==> src/rtl/lsu_pkg.sv <==
// Shared encodings for the load/store sequencer and its memory bench.
// Size codes match data_memory's data_size port.
package lsu_pkg;

  localparam logic [1:0] SIZE_BYTE = 2'b00;
  localparam logic [1:0] SIZE_HALF = 2'b01;
  localparam logic [1:0] SIZE_WORD = 2'b10;

  typedef enum logic [1:0] {
    IDLE   = 2'b00,
    ACCESS = 2'b01,
    RESP   = 2'b10
  } lsu_state_e;

  typedef struct packed {
    logic [31:0] addr;
    logic [31:0] wdata;
    logic [1:0]  size;
    logic        uns;
    logic        we;
  } lsu_req_t;

  function automatic logic [2:0] size_bytes(
    input logic [1:0] size
  );
    logic [2:0] nb;
    unique case (size)
      SIZE_BYTE: nb = 3'd1;
      SIZE_HALF: nb = 3'd2;
      default:   nb = 3'd4;
    endcase
    return nb;
  endfunction

  function automatic logic is_misaligned(
    input logic [1:0] lsb,
    input logic [1:0] size
  );
    logic mis;
    unique case (size)
      SIZE_BYTE: mis = 1'b0;
      SIZE_HALF: mis = lsb[0];
      default:   mis = |lsb;
    endcase
    return mis;
  endfunction

endpackage

==> src/rtl/lsu_sequencer_extend.sv <==
// Sign/zero extension of a byte-assembled load buffer.
// Size 11 behaves as a word and passes the buffer through.
module load_extend
  import lsu_pkg::*;
(
  input  logic [31:0] raw,
  input  logic [1:0]  size,
  input  logic        uns,
  output logic [31:0] data
);

  logic sb;
  logic sh;

  assign sb = ~uns & raw[7];
  assign sh = ~uns & raw[15];

  always_comb begin
    data = raw;
    unique case (1'b1)
      size == SIZE_BYTE: data = {{24{sb}}, raw[7:0]};
      size == SIZE_HALF: data = {{16{sh}}, raw[15:0]};
      default:           data = raw;
    endcase
  end

endmodule

==> src/rtl/lsu_sequencer.sv <==
// Load/store sequencer: issues aligned accesses directly and splits
// misaligned ones into little-endian byte beats toward data_memory.
module lsu_sequencer
  import lsu_pkg::*;
#(
  parameter bit ALLOW_MISALIGNED = 1'b1
) (
  input  logic        clk,
  input  logic        rst,
  input  logic        req_valid,
  output logic        req_ready,
  input  logic [31:0] req_addr,
  input  logic [31:0] req_wdata,
  input  logic [1:0]  req_size,
  input  logic        req_unsigned,
  input  logic        req_we,
  output logic        resp_valid,
  output logic [31:0] resp_rdata,
  output logic        resp_misaligned,
  output logic [31:0] mem_a,
  output logic [31:0] mem_wd,
  output logic [1:0]  mem_size,
  output logic        mem_unsigned,
  output logic        mem_we,
  input  logic [31:0] mem_rd
);

  lsu_state_e  state_q;
  lsu_state_e  state_d;
  lsu_req_t    req_q;
  logic [1:0]  cnt_q;
  logic [1:0]  last_q;
  logic        split_q;
  logic        reject_q;
  logic [31:0] buf_q;

  logic [31:0] a_q;
  logic [31:0] wd_q;
  logic [1:0]  size_q;
  logic        uns_q;

  logic        accept;
  logic        misal;
  logic        reject;
  logic        in_access;
  logic        last_beat;
  logic [2:0]  nb;
  logic [1:0]  last_d;
  logic [7:0]  beat_byte;
  logic [31:0] beat_a;
  logic [31:0] beat_wd;
  logic [1:0]  beat_size;
  logic        beat_uns;
  logic [31:0] ext_data;
  logic [31:0] load_data;

  assign req_ready = (state_q != ACCESS);
  assign accept    = req_valid && req_ready;
  assign misal     = is_misaligned(req_addr[1:0], req_size);
  assign reject    = misal && !ALLOW_MISALIGNED;
  assign in_access = (state_q == ACCESS);
  assign last_beat = (cnt_q == last_q);

  // Aligned requests run a single beat; split ones run one per byte.
  assign nb     = size_bytes(req_size);
  assign last_d = (misal && ALLOW_MISALIGNED) ? 2'(nb - 3'd1) : 2'd0;

  assign beat_byte = req_q.wdata[{cnt_q, 3'b000} +: 8];
  assign beat_a    = req_q.addr + {30'd0, cnt_q};
  assign beat_wd   = split_q ? {24'd0, beat_byte} : req_q.wdata;
  assign beat_size = split_q ? SIZE_BYTE : req_q.size;
  assign beat_uns  = split_q ? 1'b1 : req_q.uns;

  // Outside ACCESS the bus holds whatever the last beat drove.
  assign mem_a        = in_access ? beat_a    : a_q;
  assign mem_wd       = in_access ? beat_wd   : wd_q;
  assign mem_size     = in_access ? beat_size : size_q;
  assign mem_unsigned = in_access ? beat_uns  : uns_q;
  assign mem_we       = in_access && req_q.we;

  load_extend u_extend (
    .raw  (buf_q),
    .size (req_q.size),
    .uns  (req_q.uns),
    .data (ext_data)
  );

  assign load_data = split_q ? ext_data : buf_q;

  assign resp_valid      = (state_q == RESP);
  assign resp_misaligned = resp_valid && reject_q;
  assign resp_rdata      =
    (resp_valid && !reject_q && !req_q.we) ? load_data : 32'd0;

  always_comb begin
    state_d = state_q;
    unique case (state_q)
      IDLE, RESP: begin
        if (accept) begin
          state_d = reject ? RESP : ACCESS;
        end else begin
          state_d = IDLE;
        end
      end
      ACCESS: begin
        if (last_beat) begin
          state_d = RESP;
        end
      end
      default: state_d = IDLE;
    endcase
  end

  always_ff @(posedge clk or posedge rst) begin
    if (rst) begin
      state_q  <= IDLE;
      req_q    <= '0;
      cnt_q    <= 2'd0;
      last_q   <= 2'd0;
      split_q  <= 1'b0;
      reject_q <= 1'b0;
      buf_q    <= 32'd0;
      a_q      <= 32'd0;
      wd_q     <= 32'd0;
      size_q   <= SIZE_WORD;
      uns_q    <= 1'b0;
    end else begin
      state_q <= state_d;
      if (accept) begin
        req_q.addr  <= req_addr;
        req_q.wdata <= req_wdata;
        req_q.size  <= req_size;
        req_q.uns   <= req_unsigned;
        req_q.we    <= req_we;
        cnt_q       <= 2'd0;
        last_q      <= last_d;
        split_q     <= misal && ALLOW_MISALIGNED;
        reject_q    <= reject;
        buf_q       <= 32'd0;
      end else if (in_access) begin
        a_q    <= beat_a;
        wd_q   <= beat_wd;
        size_q <= beat_size;
        uns_q  <= beat_uns;
        if (!last_beat) begin
          cnt_q <= cnt_q + 2'd1;
        end
        if (split_q) begin
          buf_q[{cnt_q, 3'b000} +: 8] <= mem_rd[7:0];
        end else begin
          buf_q <= mem_rd;
        end
      end
    end
  end

endmodule

==> config.mk <==
export PLATFORM = sky130hd
export DESIGN_NAME = lsu_sequencer
export DESIGN_NICKNAME = d
export VERILOG_FILES = /design/src/rtl/lsu_pkg.sv /design/src/rtl/lsu_sequencer_extend.sv /design/src/rtl/lsu_sequencer.sv
export SDC_FILE = /design/constraint.sdc
export NUM_CORES = 1
export LEC_CHECK = 0
export ABC_CLOCK_PERIOD_IN_PS = 7100
export CORE_MARGIN = 8
export CORE_UTILIZATION = 45
export CTS_CLUSTER_SIZE = 10
export DETAILED_ROUTE_END_ITERATION = 6
export PLACE_DENSITY_LB_ADDON = 0.1
export SLEW_MARGIN = 15
export SYNTH_ARGS = -nofsm -noshare
export SYNTH_HDL_FRONTEND = slang
export SYNTH_SLANG_ARGS = --single-unit
==> constraint.sdc <==
create_clock -name clk -period 7.1 [get_ports clk]
set_input_delay 2.13 -clock clk [delete_from_list [all_inputs] [get_ports clk]]
set_output_delay 2.13 -clock clk [all_outputs]
set_load 0.02 [all_outputs]
; ---- Word level (Yosys, flattened, before mapping)
; Cells that the tools add are included.
; Widths: inputs -> output; s select.
[classes]
n_div = 0
n_eq_ne = 8
order_cmp = 0
bitwise = 3
muxes = 23
n_reduce_logical = 11
add_sub_neg = 4
n_shift = 3
multipliers = 0
[ops]
columns = cell, n
row1 = $mux 32, 8
row2 = $pmux 32 s2, 1
row3 = $add 32x2->32, 1
row4 = $bwmux 32, 1
row5 = $shift 8x7->32 const A, 1
row6 = $shiftx 32x6->8, 1
row7 = $shiftx 8x7->32, 1
row8 = $mux 2, 7
row9 = $pmux 2 s2, 2
row10 = $neg 5->7, 1
row11 = $eq 2x1->1 const B, 3
row12 = $logic_not 2->1, 3
row13 = $ne 2x1->1 const B, 2
row14 = $reduce_or 2->1, 2
row15 = $logic_and 1x1->1, 3
row16 = $mux 1, 3
row17 = $add 2x1->2 const B, 1
row18 = $and 1x1->1, 2
row19 = $eq 2x2->1, 1
row20 = $eq 2x2->1 const B, 1
row21 = $ne 2x2->1 const B, 1
row22 = $pmux 1 s2, 1
row23 = $reduce_and 2->1, 1
row24 = $reduce_bool 2->1, 1
row25 = 3 further kinds, 3
[totals]
input_bits = 103
romBits = 0
mem_bits_rw = 0
n_memories = 0
wordCells = 66
register_bits = 174
output_inout_bits = 103
latchBits = 0

; ---- Longest topological paths before layout
; Gate-level depths: netlist (run 1).
[depth]
depth_word = 6
ltp_mapped = 8
ltp_nobuf = 7

; ---- Modules after synthesis
; From an unflattened synthesis (run 1), not the netlist that was laid out.
[unflattened]
cells_unflattened = 921
area_unflattened_um2 = 9073.7
[by_module_without_submodules]
columns = module, seq_area_each_um2, cells_each, n_inst, area_each_um2
row1 = lsu_sequencer, 4355.4, 854, 1, 8718.4
row2 = load_extend, 0.0, 67, 1, 355.3

; ---- Least setup slack after synthesis (run 1)
; Ideal clock, no wire load.
[synth_timing]
path_type = register to output
from = reg cnt_q[1]
to = out mem_a[26]
stages_incl_launch_ff = 8
arrival_ns = 2.693
setup_slack_ns = 2.277
n_path_buf = 1
required_ns = 4.970
cell_sequence = dfrtp_1 > clkinv_1 > fa_1 > and3b_1 > clkbuf_1 > nand2_1 > or4_1 > a31oi_1
[synth_between]
elab_chain_cells = 2
[synth_rtl]
columns = item, line_no
row1 = from (decl), lsu_sequencer.sv:31  ; logic [1:0] cnt_q;
row2 = from (signal assigned), lsu_sequencer.sv:146  ; cnt_q <= cnt_q + 2'd1;
row3 = $add 32x2->32, lsu_sequencer.sv:69  ; assign beat_a = req_q.addr + {30'd0, cnt_q};
row4 = $mux 32, -
row5 = to (decl), lsu_sequencer.sv:20  ; output logic [31:0] mem_a,
; Every way passes these cells.

; ---- Worst setup path in the final report (run 1)
[layout_timing]
from = reg cnt_q[1]
to = out mem_a[24]
; Same word-level chain as after synthesis.

==> impl_metrics.json, run 1 <==
{
  "grt_usage_pct": 20.4,
  "synth_fp_nets": 971,
  "cp_top_family": "simple AND/OR/NAND/NOR gates",
  "skew_ns": 0.00801,
  "tns_ns": 0,
  "grt_pass1_vias": 7165,
  "first_iter_violations": 420,
  "antenna_cells": 0,
  "reg2regPathDepth": 7,
  "numCtsBuffers": 17,
  "cts_tree": "done",
  "synth-async-reset-ratio_pct": 100,
  "fill_cells": 1685,
  "whs_ns": 0.469,
  "cp.buffers_inverters": 2,
  "row_count": 50,
  "setup_violations": 0,
  "p_per_area_nw_per_um2": 482,
  "cap_violations": 0,
  "coreArea_um2": 18600,
  "ys_seq_area_share_pct": 51.2,
  "dr.pass1.iters": 5,
  "fin_crit_ns": 5.97,
  "placedCellCount": 1245,
  "io_pins": 206,
  "relSlewSlack_pct": 26.0,
  "cts-root-buf": "clkbuf_16",
  "r2r-start": "cnt_q[0]$_DFFE_PP0P_",
  "clock_sinks": 174,
  "max-clock-path-buffers": 2,
  "fin_nets": 1142,
  "start_util_pct": 45.6,
  "postCtsSetupBuffers": 0,
  "cpPeakStageDelay_ns": 0.65,
  "rsz0062_at_grt": "no",
  "worst_pin_slew_ns": 1.10,
  "r2r_setup_slack_ns": 4.25,
  "clk-insertion-delay-late_ns": 0.42,
  "worstPathArrival_ns": 3.84,
  "timing_worst_setup_path_type": "reg2out",
  "final_cells": 1277,
  "r2r_end": "buf_q[22]$_DFFE_PP0P_",
  "ys_warn_count": 0,
  "crit_chain": "clkinv_1, fa_1, and3b_1, nand2_1, or4_1, a31oi_1, clkdlybuf4s50_1",
  "report.final.slew_viol_count": 0,
  "endpoint_kind": "primary output",
  "synthFlopType": "dfrtp_1",
  "cts_hold_buf": 0,
  "grt_pass1_wl_um": 38800,
  "syn_area_um2": 8510,
  "dp_hpwl_um": 17100,
  "cts_max_level": 4,
  "ant_nets": 0,
  "cts.reportedPaths.clkPinSlew_ns": 0.07,
  "final_util_pct": 60.3,
  "grt_antenna_before_repair": 1,
  "grt_start_max_net_pins": 94,
  "hold_path.class": "reg2reg",
  "die_w_um": 154,
  "layout-drive-gt1-share_pct": 11.4,
  "ys_ff_latch": 174,
  "startpoint": "cnt_q[1]$_DFFE_PP0P_",
  "postSynthCellCount": 859,
  "critPathCapture": "mem_a[24]",
  "viasPerCell": 5.58,
  "syn_avg_cell_area_um2": 9.90,
  "post_cts_resized": 0,
  "synth_top_area_cell": "dfrtp_1",
  "die-area_um2": 23600,
  "vdd_ir_drop_max_mv": 0.264,
  "synth_top_cells_by_area": "dfrtp_1, mux2_2, o21ai_0",
  "drcViolationCount": 0,
  "outcome": "finished clean",
  "gp_congestion": 0.843,
  "hold_viol": 0,
  "drt_wl_total_um": 23800,
  "path_depth": 7,
  "post-route-period-util_pct": 84.0,
  "fmax_ghz": 0.168,
  "syn2layout_area_growth_pct": 32.2,
  "final_cell_mix": "clkdlybuf4s50_1, dfrtp_1, o21ai_0",
  "worst-path-max-fanout": 11,
  "min-delay-start": "a_q[9]$_DFFE_PP0N_",
  "detail_route.wl_per_cell_um": 18.7,
  "vias": 7122,
  "leakagePower_nw": 4.56,
  "netlist.area_leader.share_pct": 50.9,
  "setup_slack_ns": 1.13,
  "final_common_cell": "clkdlybuf4s50_1",
  "cp-start-kind": "register",
  "crit_required_ns": 4.97,
  "grt.overflow.total": 0,
  "synth_edf_count": 0,
  "ys_types": 52,
  "crit_slowest_cell": "clkdlybuf4s50_1",
  "die_y_um": 154,
  "portBuffers": 204,
  "preCtsSetupSlack_ns": 1.58
}
==> worst min path at each step <==
stage | depth (start not counted) | end | slack (ns)
after detailed placement | 2 | uns_q$_DFFE_PP0N_ | 0.46
after global placement | 2 | uns_q$_DFFE_PP0N_ | 0.44
after floorplan | 2 | uns_q$_DFFE_PP0N_ | 0.43
final | 2 | a_q[9]$_DFFE_PP0N_ | 0.47
after global routing | 2 | wd_q[9]$_DFFE_PP0N_ | 0.49
after CTS | 2 | uns_q$_DFFE_PP0N_ | 0.47
==> synth_stat cells, drive strengths merged, types with 9 or more instances <==
master	number
and2	9
o21ai	140
nand2	137
or4	14
mux2i	10
nand3	11
a31oi	30
a22o	10
mux2	68
dfrtp	173
buf	10
inv	16
clkbuf	48
nor2	18
a21oi	30
o31ai	10
a22oi	22
xnor2	9
nand4	12
==> worst reg2reg max path, cell delays in order (launching register included) <==
cell and delay (ns):
dfrtp_1 0.35, buf_4 0.23, clkinv_1 0.33, ha_1 0.35, nand2b_1 0.19, a211oi_1 0.92
a22oi_1 0.22, o21ai_0 0.20
==> flip-flops by register name, indices dropped and copies added, names as in the netlist <==
register  count
split_q       1
state_q       2
cnt_q         2
last_q        2
buf_q        32
req_q        68
uns_q         1
wd_q         32
size_q        2
a_q          32
==> where the power goes <==
part / total (mW) / internal, mW / switching, mW
Clock: 0.920 / 0.494 / 0.426
Combinational: 2.71 / 1.17 / 1.54
Sequential: 1.79 / 1.46 / 0.332
Total: 5.42 / 3.13 / 2.29
==> kinds of logic after synthesis <==
logic type               count (synthesis)  synth area share (%)
AND/OR/NAND/NOR                        244                  13.9
other                                    1                0.0441
AO/OA/AOI/OAI                          262                  18.0
buffers and inverters                   76                  3.68
XOR/XNOR                                15                  1.54
multiplexers                            78                  10.2
adder cells (fa/ha/maj)                  9                  1.41
flip-flops                             174                  51.2
==> cell type report <==
type	count	area (µm²)	area share, %
Timing Repair Buffer	210	2090	18.6
Clock buffer	17	425	3.78
Clock inverter	15	154	1.37
Multi-Input combinational cell	609	3850	34.3
Tap cell	234	293	2.60
Sequential cell	174	4360	38.7
Inverter	18	75.1	0.668
==> per-stage QoR <==
step	power [mW]	cell area [µm²]
global route	5.81	11200
detailed placement	4.53	10700
floorplan	3.44	8510
global placement	4.48	10700
finish	5.42	11200
CTS	5.47	11200
==> per-layer routing <==
layer	wire length [µm]	global-route usage, %
met5	13	0
met4	459	5.97
met3	1480	6.22
met1	10700	26.5
met2	11200	32.4
Power figures use the tool's default switching activity.
==> run 2: changes to the inputs <==
--- a/config.mk
+++ b/config.mk
@@ -5,7 +5,7 @@
 export SDC_FILE = /design/constraint.sdc
 export NUM_CORES = 1
 export LEC_CHECK = 0
-export ABC_CLOCK_PERIOD_IN_PS = 7100
+export ABC_CLOCK_PERIOD_IN_PS = 5000
 export CORE_MARGIN = 8
 export CORE_UTILIZATION = 45
 export CTS_CLUSTER_SIZE = 10
==> constraint.sdc (replaced) <==
create_clock -name clk -period 5 [get_ports clk]
set_input_delay 1.5 -clock clk [delete_from_list [all_inputs] [get_ports clk]]
set_output_delay 1.5 -clock clk [all_outputs]
set_load 0.02 [all_outputs]
==> impl_metrics.json, run 2 (synthesis gave the netlist of run 1 again) <==
{
  "outcome": "finished clean",
  "final_cell_mix": "clkdlybuf4s50_1, dfrtp_1, o21ai_0",
  "post-route-period-util_pct": 97.0,
  "seqCellArea_um2": 4360,
  "clk-insertion-delay-late_ns": 0.43,
  "worst-path-max-fanout": 7,
  "first_iter_violations": 374,
  "cap_violations": 0,
  "r2r-start": "cnt_q[0]$_DFFE_PP0P_",
  "cts.reportedPaths.clkPinSlew_ns": 0.07,
  "ant_nets": 0,
  "final_common_cell": "clkdlybuf4s50_1",
  "gp_congestion": 0.834,
  "multi_input_comb_area_um2": 3860,
  "cts_tree": "done",
  "grt_pass1_wl_um": 38200,
  "cp-start-kind": "register",
  "row_count": 50,
  "coreArea_um2": 18600,
  "placedCellCount": 1248,
  "grt_antenna_before_repair": 3,
  "preCtsSetupSlack_ns": 0.592,
  "p_per_area_nw_per_um2": 681,
  "syn2layout_area_growth_pct": 32.9,
  "relSlewSlack_pct": 25.1,
  "die-area_um2": 23600,
  "min-delay-start": "uns_q$_DFFE_PP0N_",
  "timing_worst_setup_path_type": "reg2out",
  "vdd_ir_drop_max_mv": 0.355,
  "cts-root-buf": "clkbuf_16",
  "setup_violations": 0,
  "layout-drive-gt1-share_pct": 11.9,
  "drt_wl_total_um": 23900,
  "grt_pass1_vias": 7102,
  "wl_met3_um": 1390,
  "die_y_um": 154,
  "skew_ns": 0.0127,
  "top_register": "req_q",
  "hold_path.class": "reg2reg",
  "dr.pass1.iters": 5,
  "fin_crit_ns": 4.85,
  "postCtsSetupBuffers": 0,
  "wl_met1_um": 10700,
  "dr_wl_met2_um": 11400,
  "report.final.slew_viol_count": 0,
  "worstPathArrival_ns": 3.35,
  "setup_slack_ns": 0.150,
  "vias": 7150,
  "final_cells": 1280,
  "endpoint_kind": "primary output",
  "largest_reg_flops": 68,
  "dp_hpwl_um": 17000,
  "tns_ns": 0,
  "fill_cells": 1621,
  "fin_nets": 1145,
  "reg2regPathDepth": 7,
  "grt_usage_pct": 20.1,
  "clock_sinks": 174,
  "max-clock-path-buffers": 2,
  "worst_pin_slew_ns": 1.12,
  "antenna_cells": 0,
  "dr.max_layer_used": "met5",
  "leakagePower_nw": 4.58,
  "viasPerCell": 5.59,
  "start_util_pct": 45.6,
  "fmax_ghz": 0.206,
  "drcViolationCount": 0,
  "whs_ns": 0.470,
  "grt.overflow.total": 0,
  "cts_max_level": 4,
  "startpoint": "cnt_q[0]$_DFFE_PP0P_",
  "numCtsBuffers": 17,
  "io_pins": 206,
  "rsz0062_at_grt": "no",
  "portBuffers": 204,
  "grt_start_max_net_pins": 108,
  "detail_route.wl_per_cell_um": 18.7,
  "crit_required_ns": 3.50,
  "power_mw": 7.70,
  "hold_viol": 0,
  "hold_depth": 2,
  "die_w_um": 154
}
## run 2: path summary, 6_finish.rpt
check / end / slack, ns
max: mem_a[26] / 0.15
min: uns_q$_DFFE_PP0N_ / 0.47
max reg2reg: buf_q[18]$_DFFE_PP0P_ / 2.01
min reg2reg: uns_q$_DFFE_PP0N_ / 0.47
max in group asynchronous: size_q[1]$_DFFE_PP1N_ / 2.49
min in group asynchronous: buf_q[3]$_DFFE_PP0P_ / 1.59
## run 2: layer usage
metal | track usage (%) | vias up
met1 | 26.1 | 3471
met5 | 0 | -
li1 | - | 3446
met4 | 5.65 | 6
met3 | 4.60 | 27
met2 | 33.1 | 200
## run 2: metrics by stage
| stage | utilization [%] | area, µm² |
|---|---|---|
| after floorplan | - | 8510 |
| after global placement | 57.5 | 10700 |
| after detailed placement | 57.5 | 10700 |
| after CTS | 60.6 | 11300 |
| after global routing | 60.6 | 11300 |
| final | 60.6 | 11300 |
## run 2: repair_timing
action | CTS | global route
hold buffers | 0 | 0
hold endpoints to repair | 0 | 0
gates resized for setup | 0 | 2
setup endpoints to repair | 0 | 5
## run 2: cell type report
type	count	share of cell area, %
sequential	174	38.5
multi-input combinational	609	34.2
timing repair buffer	213	19.0
clock buffer	18	3.88
tap	234	2.59
clock inverter	14	1.18
inverter	18	0.653
## run 2: power by group
group          total, mW  switching, mW  leakage, nW  internal (mW)
Sequential          2.54          0.465         2.13           2.08
Clock               1.30          0.588        0.271          0.708
Combinational       3.87           2.18         2.19           1.68
Total               7.70           3.23         4.58           4.47
## run 2: worst max-delay path: stages, from the launching register on
cell and delay (ns):
dfrtp_1 0.35, ha_1 0.21, inv_1 0.07, fa_1 0.42
and3b_1 0.25, nand2_1 0.19, or4_1 0.58, a31oi_1 0.22
clkdlybuf4s50_1 0.64
==> run 3: changes to the inputs <==
--- a/config.mk
+++ b/config.mk
@@ -10,7 +10,7 @@
 export CORE_UTILIZATION = 45
 export CTS_CLUSTER_SIZE = 10
 export DETAILED_ROUTE_END_ITERATION = 6
-export PLACE_DENSITY_LB_ADDON = 0.1
+export PLACE_DENSITY = 0.84
 export SLEW_MARGIN = 15
 export SYNTH_ARGS = -nofsm -noshare
 export SYNTH_HDL_FRONTEND = slang
==> impl_metrics.json, run 3 (synthesis gave the netlist of run 1 again) <==
{
  "top_register": "req_q",
  "worst_pin_slew_ns": 1.07,
  "cp_common_cell": "buf_4",
  "die_w_um": 154,
  "worst-path-max-fanout": 15,
  "seqCellArea_um2": 4360,
  "drt_wl_total_um": 24300,
  "endpoint_kind": "primary output",
  "cts_max_level": 4,
  "fill_cells": 1549,
  "setup_slack_ns": 0.244,
  "clk-insertion-delay-late_ns": 0.43,
  "detail_route.wl_per_cell_um": 18.9,
  "worstPathArrival_ns": 3.26,
  "preCtsSetupSlack_ns": 0.504,
  "cp_top_family": "buffers and inverters",
  "largest_reg_flops": 68,
  "p_per_area_nw_per_um2": 684,
  "layout-drive-gt1-share_pct": 12.0,
  "die_y_um": 154,
  "rsz0062_at_grt": "no",
  "syn2layout_area_growth_pct": 33.4,
  "viasPerCell": 5.70,
  "timing_worst_setup_path_type": "reg2out",
  "fin_nets": 1148,
  "vias": 7318,
  "grt.overflow.total": 0,
  "r2r_setup_slack_ns": 2.14,
  "cap_violations": 0,
  "final_common_cell": "clkdlybuf4s50_1",
  "post-route-period-util_pct": 95.1,
  "numCtsBuffers": 17,
  "skew_ns": 0.0108,
  "hold_viol": 0,
  "setup_violations": 0,
  "crit_required_ns": 3.50,
  "dp_hpwl_um": 17500,
  "vdd_ir_drop_max_mv": 0.499,
  "ant_nets": 0,
  "grt_antenna_before_repair": 2,
  "postCtsSetupBuffers": 0,
  "coreArea_um2": 18600,
  "cts.reportedPaths.clkPinSlew_ns": 0.07,
  "relSlewSlack_pct": 28.8,
  "grt_start_max_net_pins": 113,
  "fmax_ghz": 0.210,
  "portBuffers": 204,
  "multi_input_comb_area_um2": 3860,
  "hold_path.class": "reg2reg",
  "crit_slowest_cell": "clkdlybuf4s50_1",
  "grt_pass1_wl_um": 39300,
  "max-clock-path-buffers": 2,
  "die-area_um2": 23600,
  "cp-start-kind": "register",
  "report.final.slew_viol_count": 0,
  "cts_hold_buf": 0,
  "cp.buffers_inverters": 4,
  "fin_crit_ns": 4.76,
  "outcome": "finished clean",
  "start_util_pct": 45.6,
  "cpPeakStageDelay_ns": 0.65,
  "tns_ns": 0,
  "cts-root-buf": "clkbuf_16",
  "io_pins": 206,
  "clock_sinks": 174,
  "first_iter_violations": 440,
  "grt_pass1_vias": 7257,
  "final_cell_mix": "clkdlybuf4s50_1, dfrtp_1, o21ai_0",
  "cts_tree": "done",
  "dr.pass1.iters": 5,
  "gp_congestion": 0.844,
  "leakagePower_nw": 4.65,
  "crit_chain": "buf_4, clkinv_1, fa_1, and3b_1, buf_4, nand4_1, or3_1, a31oi_1, clkdlybuf4s50_1",
  "grt_usage_pct": 20.6,
  "row_count": 50,
  "drcViolationCount": 0
}
[run 3: cell count changes in the layout (fill, tap and decap cells not counted)]
cell,delta
clkinv_2,-2
dlymetal6s2s_1,+5
clkdlybuf4s50_1,-5
clkinvlp_4,-3
buf_12,-1
diode_2,+1
inv_8,+2
clkbuf_8,+2
buf_4,+4
clkbuf_1,+1
[run 3: through the flow]
| step | power, mW | util (%) | instance area [µm²] | instances | hold slack (ns) |
|---|---|---|---|---|---|
| 4_1_cts | 7.82 | 60.8 | 11300 | 1283 | 0.467 |
| 2_1_floorplan | 4.88 | - | 8510 | 859 | 0.433 |
| 5_1_grt | 8.32 | 60.9 | 11400 | 1284 | 0.497 |
| 3_3_place_gp | 6.36 | 57.6 | 10700 | 1251 | 0.444 |
| 3_5_place_dp | 6.47 | 57.6 | 10700 | 1251 | 0.451 |
| 6_report | 7.76 | 60.9 | 11400 | 1284 | 0.466 |
[run 3: worst paths after layout]
| check | start | depth (start not counted) | end |
|---|---|---|---|
| max | cnt_q[1]$_DFFE_PP0P_ | 9 | mem_a[30] |
| min | uns_q$_DFFE_PP0N_ | 2 | uns_q$_DFFE_PP0N_ |
| max reg2reg | cnt_q[0]$_DFFE_PP0P_ | 7 | buf_q[18]$_DFFE_PP0P_ |
| min reg2reg | uns_q$_DFFE_PP0N_ | 2 | uns_q$_DFFE_PP0N_ |
| max in group asynchronous | rst | 3 | req_q[41]$_DFFE_PP0P_ |
| min in group asynchronous | rst | 3 | req_q[0]$_DFFE_PP0P_ |
[run 3: per-layer routing]
metal  routed length, µm  share of wire [%]  GRT usage (%)
met1               10200                 42           26.5
met2               11600                 48           32.3
met3                1920                7.9           6.53
met4                 557                2.3           7.28
met5                  13              0.054              0
[run 3: worst reg2reg max path, cell delays in order, from the launching register on]
cell and delay, ns:
dfrtp_1 0.34, buf_4 0.23, clkinv_1 0.35, ha_1 0.37
nand2b_1 0.18, a211oi_1 0.88, a22oi_1 0.20, o21ai_0 0.21
[run 3: layout make-up]
cell class | instances | area share (%)
flip-flops and latches | 174 | 38.4
multi-input cells | 609 | 34.0
repair buffers | 216 | 19.1
clock buffers | 21 | 4.14
well taps | 234 | 2.58
clock inverters | 11 | 1.09
inverters | 18 | 0.650
diodes | 1 | 0.0220
[run 3: what timing repair did]
action                     4_1_cts  5_1_grt
hold endpoints to repair         0        0
resized for setup                0        7
setup endpoints to repair        0       10
[run 3: power by group]
part | internal [mW] | total (mW) | switching [mW] | leakage [nW]
clock network | 0.744 | 1.32 | 0.578 | 0.291
logic | 1.68 | 3.89 | 2.21 | 2.23
registers | 2.08 | 2.56 | 0.477 | 2.13
